### src/rtl/serial_sub_unit.sv
// Digit-serial subtractor: A - B computed DIGIT bits per clock as A + ~B + 1 with a rippled carry.
// Define SUB_CMP_FLAGS_EN to add the isNotEqual / isLessThan ports and registers.

module serial_sub_digit #(
    parameter int DIGIT = 4
) (
    input  logic [DIGIT-1:0] a,
    input  logic [DIGIT-1:0] nb,
    input  logic             cin,
    output logic [DIGIT-1:0] s,
    output logic             cout
);
    logic [DIGIT:0] sum;

    always_comb begin
        sum = {1'b0, a} + {1'b0, nb} + {{DIGIT{1'b0}}, cin};
    end

    assign s    = sum[DIGIT-1:0];
    assign cout = sum[DIGIT];
endmodule

module serial_sub_unit #(
    parameter int WIDTH = 32,
    parameter int DIGIT = 4
) (
    input  logic             clock,
    input  logic             resetn,
    input  logic             in_valid,
    output logic             in_ready,
    input  logic [WIDTH-1:0] data_operandA,
    input  logic [WIDTH-1:0] data_operandB,
    output logic             out_valid,
    input  logic             out_ready,
    output logic [WIDTH-1:0] data_result,
    output logic             overflow,
    output logic             borrow
`ifdef SUB_CMP_FLAGS_EN
    ,
    output logic             isNotEqual,
    output logic             isLessThan
`endif
);
    localparam int STEPS = WIDTH / DIGIT;
    localparam int CNT_W = (STEPS > 1) ? $clog2(STEPS) : 1;

    typedef enum logic [1:0] {
        S_IDLE = 2'd0,
        S_RUN  = 2'd1,
        S_DONE = 2'd2
    } state_t;

    state_t state_q, state_d;

    logic [WIDTH-1:0] a_q;
    logic [WIDTH-1:0] nb_q;
    logic [WIDTH-1:0] res_q;
    logic [WIDTH-1:0] res_next;
    logic [CNT_W-1:0] cnt_q;
    logic             carry_q;
    logic             a_sign_q;
    logic             b_sign_q;

    logic [DIGIT-1:0] digit_s;
    logic             digit_c;
    logic             accept;
    logic             last_step;
    logic             ovf_next;

    assign accept    = in_valid & in_ready;
    assign last_step = (state_q == S_RUN) && (cnt_q == CNT_W'(STEPS - 1));

    serial_sub_digit #(.DIGIT(DIGIT)) u_digit (
        .a    (a_q[DIGIT-1:0]),
        .nb   (nb_q[DIGIT-1:0]),
        .cin  (carry_q),
        .s    (digit_s),
        .cout (digit_c)
    );

    // New digit enters at the top; after STEPS shifts digit 0 sits at the bottom.
    generate
        if (STEPS == 1) begin : g_one
            assign res_next = digit_s;
        end else begin : g_multi
            assign res_next = {digit_s, res_q[WIDTH-1:DIGIT]};
        end
    endgenerate

    // Signs come from the latched operands; the shifting copies lose them.
    assign ovf_next = (a_sign_q != b_sign_q) & (res_next[WIDTH-1] != a_sign_q);

    // ---------------- FSM: state register ----------------
    always_ff @(posedge clock or negedge resetn) begin
        if (!resetn) begin
            state_q <= S_IDLE;
        end else begin
            state_q <= state_d;
        end
    end

    // ---------------- FSM: next state ----------------
    always_comb begin
        state_d = state_q;
        case (state_q)
            S_IDLE:  if (in_valid) state_d = S_RUN;
            S_RUN:   if (last_step) state_d = S_DONE;
            S_DONE:  if (out_ready) state_d = S_IDLE;
            default: state_d = S_IDLE;
        endcase
    end

    // ---------------- FSM: outputs ----------------
    always_comb begin
        in_ready  = 1'b0;
        out_valid = 1'b0;
        case (state_q)
            S_IDLE:  in_ready  = 1'b1;
            S_DONE:  out_valid = 1'b1;
            default: ;
        endcase
    end

    // ---------------- serial datapath ----------------
    always_ff @(posedge clock or negedge resetn) begin
        if (!resetn) begin
            a_q      <= '0;
            nb_q     <= '0;
            res_q    <= '0;
            cnt_q    <= '0;
            carry_q  <= 1'b0;
            a_sign_q <= 1'b0;
            b_sign_q <= 1'b0;
        end else if (accept) begin
            a_q      <= data_operandA;
            nb_q     <= ~data_operandB;
            cnt_q    <= '0;
            carry_q  <= 1'b1;
            a_sign_q <= data_operandA[WIDTH-1];
            b_sign_q <= data_operandB[WIDTH-1];
        end else if (state_q == S_RUN) begin
            a_q     <= a_q >> DIGIT;
            nb_q    <= nb_q >> DIGIT;
            res_q   <= res_next;
            carry_q <= digit_c;
            cnt_q   <= cnt_q + CNT_W'(1);
        end
    end

    // ---------------- result registers, loaded only on DONE entry ----------------
    always_ff @(posedge clock or negedge resetn) begin
        if (!resetn) begin
            data_result <= '0;
            overflow    <= 1'b0;
            borrow      <= 1'b0;
        end else if (last_step) begin
            data_result <= res_next;
            overflow    <= ovf_next;
            borrow      <= ~digit_c;
        end
    end

`ifdef SUB_CMP_FLAGS_EN
    always_ff @(posedge clock or negedge resetn) begin
        if (!resetn) begin
            isNotEqual <= 1'b0;
            isLessThan <= 1'b0;
        end else if (last_step) begin
            isNotEqual <= |res_next;
            isLessThan <= res_next[WIDTH-1] ^ ovf_next;
        end
    end
`endif

endmodule

### config.mk
export PLATFORM = sky130hd
export DESIGN_NAME = serial_sub_unit
export DESIGN_NICKNAME = d
export VERILOG_FILES = /design/src/rtl/serial_sub_unit.sv
export SDC_FILE = /design/constraint.sdc
export NUM_CORES = 1
export LEC_CHECK = 0
export ABC_AREA = 0
export BUFFER_PORTS_ARGS = -buffer_cell sky130_fd_sc_hd__buf_2
export CAP_MARGIN = 20
export CORE_MARGIN = 1.5
export CORE_UTILIZATION = 55
export CTS_CLUSTER_SIZE = 14
export DETAILED_ROUTE_END_ITERATION = 8
export PLACE_DENSITY = 0.79
export SETUP_SLACK_MARGIN = 0.5
export SKIP_LAST_GASP = 1
export SLEW_MARGIN = 20
export SYNTH_ARGS = -nofsm -noshare
export SYNTH_HDL_FRONTEND = slang
export SYNTH_SLANG_ARGS = --single-unit
### constraint.sdc
create_clock -name clock -period 2.1 [get_ports clock]
set_input_delay 0.105 -clock clock [delete_from_list [all_inputs] [get_ports clock]]
set_output_delay 0.105 -clock clock [all_outputs]
set_load 0.05 [all_outputs]
After elaboration in Yosys (flattened, before gate mapping)
Index checks and enable logic that the tools add are counted.
{ "op_classes": {"add_sub_neg": 3, "mul": 0, "div": 0, "n_lt_le_gt_ge": 0, "eq_ne": 8, "shift": 0, "mux": 14, "bitwise": 5, "reduce_logical": 5} }
{ "ops": {"columns": ["op", "count"], "rows": [
  ["$mux 32", 4],
  ["$not 32->32", 1],
  ["$mux 2", 3],
  ["$mux 3", 2],
  ["$ne 2x2->1 const B", 3],
  ["$pmux 2 s3", 1],
  ["$add 4x4->5", 1],
  ["$add 5x1->5", 1],
  ["$mux 1", 4],
  ["$add 3x1->3 const B", 1],
  ["$eq 3x3->1 const B", 1],
  ["$reduce_and 3->1", 1],
  ["$and 1x1->1", 2],
  ["$eq 2x1->1 const B", 1],
  ["$eq 2x2->1 const B", 1],
  ["$logic_not 2->1", 1],
  ["$ne 1x1->1", 2],
  ["$not 1->1", 2],
  ["$reduce_and 2->1", 1],
  ["$reduce_bool 2->1", 1],
  ["$logic_and 1x1->1", 1]
]} }
{ "word_totals": {"reg_bits": 138, "latchBits": 0, "mem_bits_rw": 0, "rom_bits": 0, "input_bits": 68, "output_inout_bits": 36, "n_memories": 0} }

Longest topological paths before layout
{ "logic_depth": {"ltp_word": 5, "mapped_depth": 7, "depth_no_buf": 7} }

By module
From an unflattened synthesis, not the netlist that was laid out.
{ "unflattened": {"cells_unflattened": 495, "area_unflattened_um2": 5491.5} }
{ "by_module_without_submodules": {"columns": ["module", "n_inst", "cells_per_inst", "area_per_inst_um2", "seq_area_each_um2"], "rows": [
  ["serial_sub_unit", 1, 479, 5347.6, 3353.2],
  ["serial_sub_digit", 1, 16, 143.9, 0.0]
]} }

Worst setup path before layout
OpenSTA, ideal clock, no wires.
{ "synth_timing": {"kind": "register to register", "startpoint": "register state_q[0]", "endpoint": "register nb_q[29]", "arrival_time_ns": 1.798, "required_ns": 1.968, "setup_slack_ns": 0.170, "stages_incl_launch_ff": 7, "path_buffers": 2, "period_less_slack_ns": 1.930, "path_cell_list": "dfrtp_1 > nor2_1 > nand2_1 > buf_2 > clkbuf_1 > nand3_1 > o21ai_0"} }
{ "synth_between": {"elab_chain_cells": 4, "elab_cells_between_ends": 6} }
{ "synth_lines": {"columns": ["element", "line_no", "rtl"], "rows": [
  ["from (decl)", "53", "state_t state_q, state_d;"],
  ["from (signal assigned)", "98", "state_q <= state_d;"],
  ["$logic_not 2->1 (*)", "117", "case (state_q)"],
  ["$mux 1 (*)", "117", null],
  ["named net in_ready", "30", "output logic in_ready,"],
  ["$and 1x1->1 (*)", "70", "assign accept = in_valid & in_ready;"],
  ["$mux 32 or $reduce_bool 2->1 (tied branches)", null, null],
  ["to (signal assigned)", "136", "nb_q <= ~data_operandB;"],
  ["to (signal assigned)", "143", "nb_q <= nb_q >> DIGIT;"],
  ["to (decl)", "56", "logic [WIDTH-1:0] nb_q;"]
]} }
Mark *: on every way through the listed nets, which the timed path passes. The rest lies on a longest branch.
A chain may end at the register's enable or synchronous reset.

Worst setup path in the final report
{ "layout_timing": {"startpoint": "register nb_q[0]", "endpoint": "register borrow"} }
{ "layout_between": {"elab_chain_cells": 3} }
{ "layout_lines": {"columns": ["element", "line_no", "rtl"], "rows": [
  ["$add 4x4->5", "16", "sum = {1'b0, a} + {1'b0, nb} + {{DIGIT{1'b0}}, cin};"],
  ["$add 5x1->5", "16", null],
  ["$not 1->1", "159", "borrow <= ~digit_c;"],
  ["to (signal assigned)", "159", null],
  ["to (decl)", "37", "output logic borrow"]
]} }
Every way passes these cells.

==> results_tabular.tex <==
\begin{tabular}{lr}
\hline
Metric & Value \\
\hline
\multicolumn{2}{l}{\textbf{Clock tree}} \\
\quad Htree depth & 4 \\
\quad Max clock buf depth & 2 \\
\quad Number of clock buffers inserted by TritonCTS & 17 \\
\quad Clock transition at the register clock pins on the worst setup and hold paths after CTS & 70 ps \\
\quad Root Buffer & sky130\_fd\_sc\_hd\_\_clkbuf\_8 \\
\quad CTS tree & yes \\
\quad Insertion delay to the later sink of the worst-skew pair & roughly 520 ps \\
\quad Clk sinks & between 100 and 150 \\
\multicolumn{2}{l}{\textbf{Global routing}} \\
\quad Tot GR Track Use & 0.2903 \\
\quad Largest net degree at the start of global routing & 54 \\
\quad Wire length of the first global-routing pass & roughly 23000 um \\
\quad Number of antenna violations at the first check in global routing & 0 \\
\quad Vias in the first global route & 4582 \\
\quad GR Overflow Total & 0 \\
\multicolumn{2}{l}{\textbf{Die}} \\
\quad Height of the die & 102.4 um \\
\quad Starting utilization of the core area & 0.5606 \\
\quad Boundary pin count & roughly 100 \\
\quad Width of the die & between 100 and 150 um \\
\quad Std-Cell Rows & 36 \\
\quad Placeable Area & around 9700 um\^{}2 \\
\quad Floorplan die area & 10480 um\^{}2 \\
\multicolumn{2}{l}{\textbf{Hold path}} \\
\quad Class of the tightest hold or removal check & in -> reg \\
\multicolumn{2}{l}{\textbf{Finish}} \\
\quad Layout overhead on the synthesized area & 38.83\% \\
\quad Layout cells sized above 1 & 0.2962 \\
\quad Antenna diodes & 0 \\
\quad Finished Core Util & 0.7783 \\
\quad Final-stage net count & roughly 750 \\
\multicolumn{2}{l}{\textbf{Timing}} \\
\quad Sum of negative setup slack & 0 ps \\
\quad Post-layout minimum cycle time & approximately 1700 ps \\
\quad Post-route clock period utilization & 0.8000 \\
\quad RSZ-0062 raised after global routing & true \\
\quad Transition time at the pin with the least slew margin & between 400 and 500 ps \\
\quad Hold violation count in the final report & 0 \\
\quad Count of endpoints failing setup in the final report & 0 \\
\quad Max-Slew Margin vs Limit & 0.6705 \\
\quad Pins Over Slew Limit & 0 \\
\quad Maximum frequency from static timing analysis & $\sim$600 MHz \\
\quad Maximum clock skew at final layout & $\sim$18 ps \\
\multicolumn{2}{l}{\textbf{Drt}} \\
\quad Count of TritonRoute iterations in the first routing pass & 6 \\
\quad Vias per cell & about 5.6 \\
\quad Total wire length & roughly 14000 um \\
\quad Total number of vias & approximately 4.6k \\
\quad Drt initial violations & roughly 270 \\
\quad Average detailed-routed wire length per instance & roughly 17 um \\
\quad Number of nets with antenna violations after routing & 0 \\
\quad DRC Markers & 0 \\
\multicolumn{2}{l}{\textbf{Worst setup path}} \\
\quad Data arrival, critical path & approximately 2100 ps \\
\quad Nature of the critical path endpoint & flop \\
\quad Critical path peak fanout & 2 \\
\quad Required time of the critical path & between 2000 and 3000 ps \\
\quad Kind of critical path & reg -> reg \\
\quad Launching element type of the critical path & flop \\
\multicolumn{2}{l}{\textbf{Synthesis}} \\
\quad Biggest area consumer among synthesized cells & sky130\_fd\_sc\_hd\_\_dfrtp\_1 \\
\quad Share of synthesized registers carrying an async set or reset & 1.000 \\
\quad Synth top area share & 0.6177 \\
\quad Post-Syn Area & about 5400 um\^{}2 \\
\quad Synthesized netlist net count & 575 \\
\quad Average cell area after synthesis & 10.86 um\^{}2 \\
\quad Count of state elements after synthesis & around 130 \\
\quad Sequential cell area fraction in the yosys report & 0.6177 \\
\quad Cell with the most instances after synthesis & sky130\_fd\_sc\_hd\_\_nand2\_1 \\
\quad Post-Synthesis Cells & 500 \\
\quad Unique cell type count in the Yosys netlist & 28 \\
\quad Synth cell count leaders & 158 x sky130\_fd\_sc\_hd\_\_nand2\_1, 134 x sky130\_fd\_sc\_hd\_\_dfrtp\_1, 31 x sky130\_fd\_sc\_hd\_\_nor2\_1, 30 x sky130\_fd\_sc\_hd\_\_a221o\_1, 28 x sky130\_fd\_sc\_hd\_\_mux2\_2 \\
\quad Top FF cell, synth & sky130\_fd\_sc\_hd\_\_dfrtp\_1 \\
\quad Top cells by area, synth & sky130\_fd\_sc\_hd\_\_dfrtp\_1 62\%, sky130\_fd\_sc\_hd\_\_nand2\_1 11\%, sky130\_fd\_sc\_hd\_\_mux2\_2 5.8\% \\
\quad Number of enable flip-flop cells after synthesis & 0 \\
\quad Syn. warnings & 0 \\
\multicolumn{2}{l}{\textbf{Run}} \\
\quad Max Cap Violations & 0 \\
\multicolumn{2}{l}{\textbf{Status}} \\
\quad Status & finished clean \\
\multicolumn{2}{l}{\textbf{Power and ir drop}} \\
\quad Cell area power density & about 1700 nW/um\^{}2 \\
\quad Leak Pwr & around 3.8 nW \\
\quad Peak ir drop on the vdd network & 0.9364 mV \\
\multicolumn{2}{l}{\textbf{Place}} \\
\quad Routability-driven placement congestion ratio & 0.8072 \\
\quad Number of buffer cells added on primary ports & between 100 and 150 \\
\quad HPWL reported at the end of detailed placement & approximately 7800 um \\
\hline
\end{tabular}
## stage by stage
step | power, mW | instance area (um^2) | hold slack, ps | worst slack (ps) | std cells
4_1_cts | 12.31 | 7416 | 7.404 | 399.3 | 816
6_report | 12.67 | 7537 | 28.95 | 420.1 | 825
2_1_floorplan | 7.777 | 5439 | -190.6 | 515.4 | 500
5_1_grt | 13.40 | 7537 | 13.63 | 314.9 | 825
3_5_place_dp | 9.037 | 6122 | 89.11 | 378.9 | 717
3_3_place_gp | 8.801 | 6122 | 82.44 | 422.2 | 717
## area by class of cell
type / instances / area, um^2
Clock buffer: 18 / 417.9
Clock inverter: 14 / 173.9
Fill cell: 565 / 2147
Inverter: 7 / 26.28
Multi-Input combinational cell: 326 / 1961
Sequential cell: 134 / 3356
Tap cell: 133 / 166.4
Timing Repair Buffer: 193 / 1436
## what timing repair did
action / CTS / global route
hold buffers: 65 / 0
hold endpoints to repair: 164 / 0
gates resized for setup: 14 / 14
pin swaps: 7 / 7
endpoints found under the setup margin: 82 / 97
gates cloned: 0 / 1
setup buffers: 2 / 8
## logic make-up (layout without fill, tap and decap cells)
group | count (synthesis) | after routing | share of synthesized area
fa+ha+maj | 7 | 7 | 0.01890
xor+xnor | 2 | 2 | 0.003227
buf+inv | 40 | 232 | 0.03365
flops | 134 | 134 | 0.6177
mux | 28 | 28 | 0.05808
compound gates | 81 | 81 | 0.1157
simple gates | 208 | 208 | 0.1528
## critical path, stage by stage, from the launching register on
cell and delay (ps):
sky130_fd_sc_hd__dfrtp_1 370, sky130_fd_sc_hd__inv_2 50, sky130_fd_sc_hd__fa_2 420, sky130_fd_sc_hd__fa_2 400, sky130_fd_sc_hd__nor2b_2 130, sky130_fd_sc_hd__o21ai_2 60
sky130_fd_sc_hd__nand3_1 90, sky130_fd_sc_hd__nand2_1 50
## placed cells by master (no fill, tap or decap), types with 2 or more instances in the layout
cell	netlist	routed
sky130_fd_sc_hd__a22oi_1	26	26
sky130_fd_sc_hd__inv_1	7	5
sky130_fd_sc_hd__bufinv_16	0	3
sky130_fd_sc_hd__a221o_1	30	30
sky130_fd_sc_hd__buf_2	14	101
sky130_fd_sc_hd__nand2_1	158	156
sky130_fd_sc_hd__inv_2	0	2
sky130_fd_sc_hd__nand2b_1	2	2
sky130_fd_sc_hd__ha_1	5	4
sky130_fd_sc_hd__mux2_2	28	28
sky130_fd_sc_hd__nand3_1	6	6
sky130_fd_sc_hd__inv_6	0	4
sky130_fd_sc_hd__o21ai_1	0	3
sky130_fd_sc_hd__nor2_1	31	29
sky130_fd_sc_hd__buf_6	2	6
sky130_fd_sc_hd__dlygate4sd3_1	0	65
sky130_fd_sc_hd__nor3_1	3	3
sky130_fd_sc_hd__clkinv_2	0	2
sky130_fd_sc_hd__nor2_4	0	2
sky130_fd_sc_hd__buf_4	0	17
sky130_fd_sc_hd__nand3b_1	2	2
sky130_fd_sc_hd__clkinvlp_4	0	4
sky130_fd_sc_hd__clkbuf_16	0	17
sky130_fd_sc_hd__fa_2	0	2
sky130_fd_sc_hd__dfrtp_1	134	132
sky130_fd_sc_hd__o21ai_2	0	2
sky130_fd_sc_hd__o21ai_0	21	16
sky130_fd_sc_hd__buf_12	0	3
sky130_fd_sc_hd__dfrtp_2	0	2
## registers in the layout, indices dropped and copies added (netlist names)
signal,flops
a_q,32
data_result,32
nb_q,32
res_q,28
cnt_q,3
state_q,2
a_sign_q,1
b_sign_q,1
borrow,1
carry_q,1
overflow,1
## final timing paths
kind,slack (ps),from,end,cells after the start
setup / recovery,420,nb_q[0]$_DFFE_PN0P_,borrow$_DFFE_PN0P_,7
hold / removal,30,data_operandB[17],nb_q[17]$_DFFE_PN0P_,3
setup reg to reg,420,nb_q[0]$_DFFE_PN0P_,borrow$_DFFE_PN0P_,7
hold reg to reg,480,res_q[4]$_DFFE_PN0P_,res_q[4]$_DFFE_PN0P_,2
max in group asynchronous,1120,resetn,state_q[0]$_DFFE_PN0P_,3
min in group asynchronous,110,resetn,data_result[11]$_DFFE_PN0P_,2
## report_power, final
| group | leakage [nW] | total, mW | switching (mW) | internal (mW) |
|---|---|---|---|---|
| Clock | 0.279 | 2.97 | 1.15 | 1.82 |
| Sequential | 1.70 | 4.55 | 0.809 | 3.74 |
| Combinational | 1.84 | 5.14 | 3.20 | 1.94 |
## layer usage
| layer | track usage | part of all wire | wire length, um |
|---|---|---|---|
| met5 | 0 | 0 | 0 |
| met1 | 0.3565 | 0.39 | 5628 |
| met2 | 0.4885 | 0.53 | 7666 |
| met4 | 0.1222 | 0.022 | 311 |
| met3 | 0.07661 | 0.057 | 828 |
Note: power is estimated with default switching activity, not from simulation.
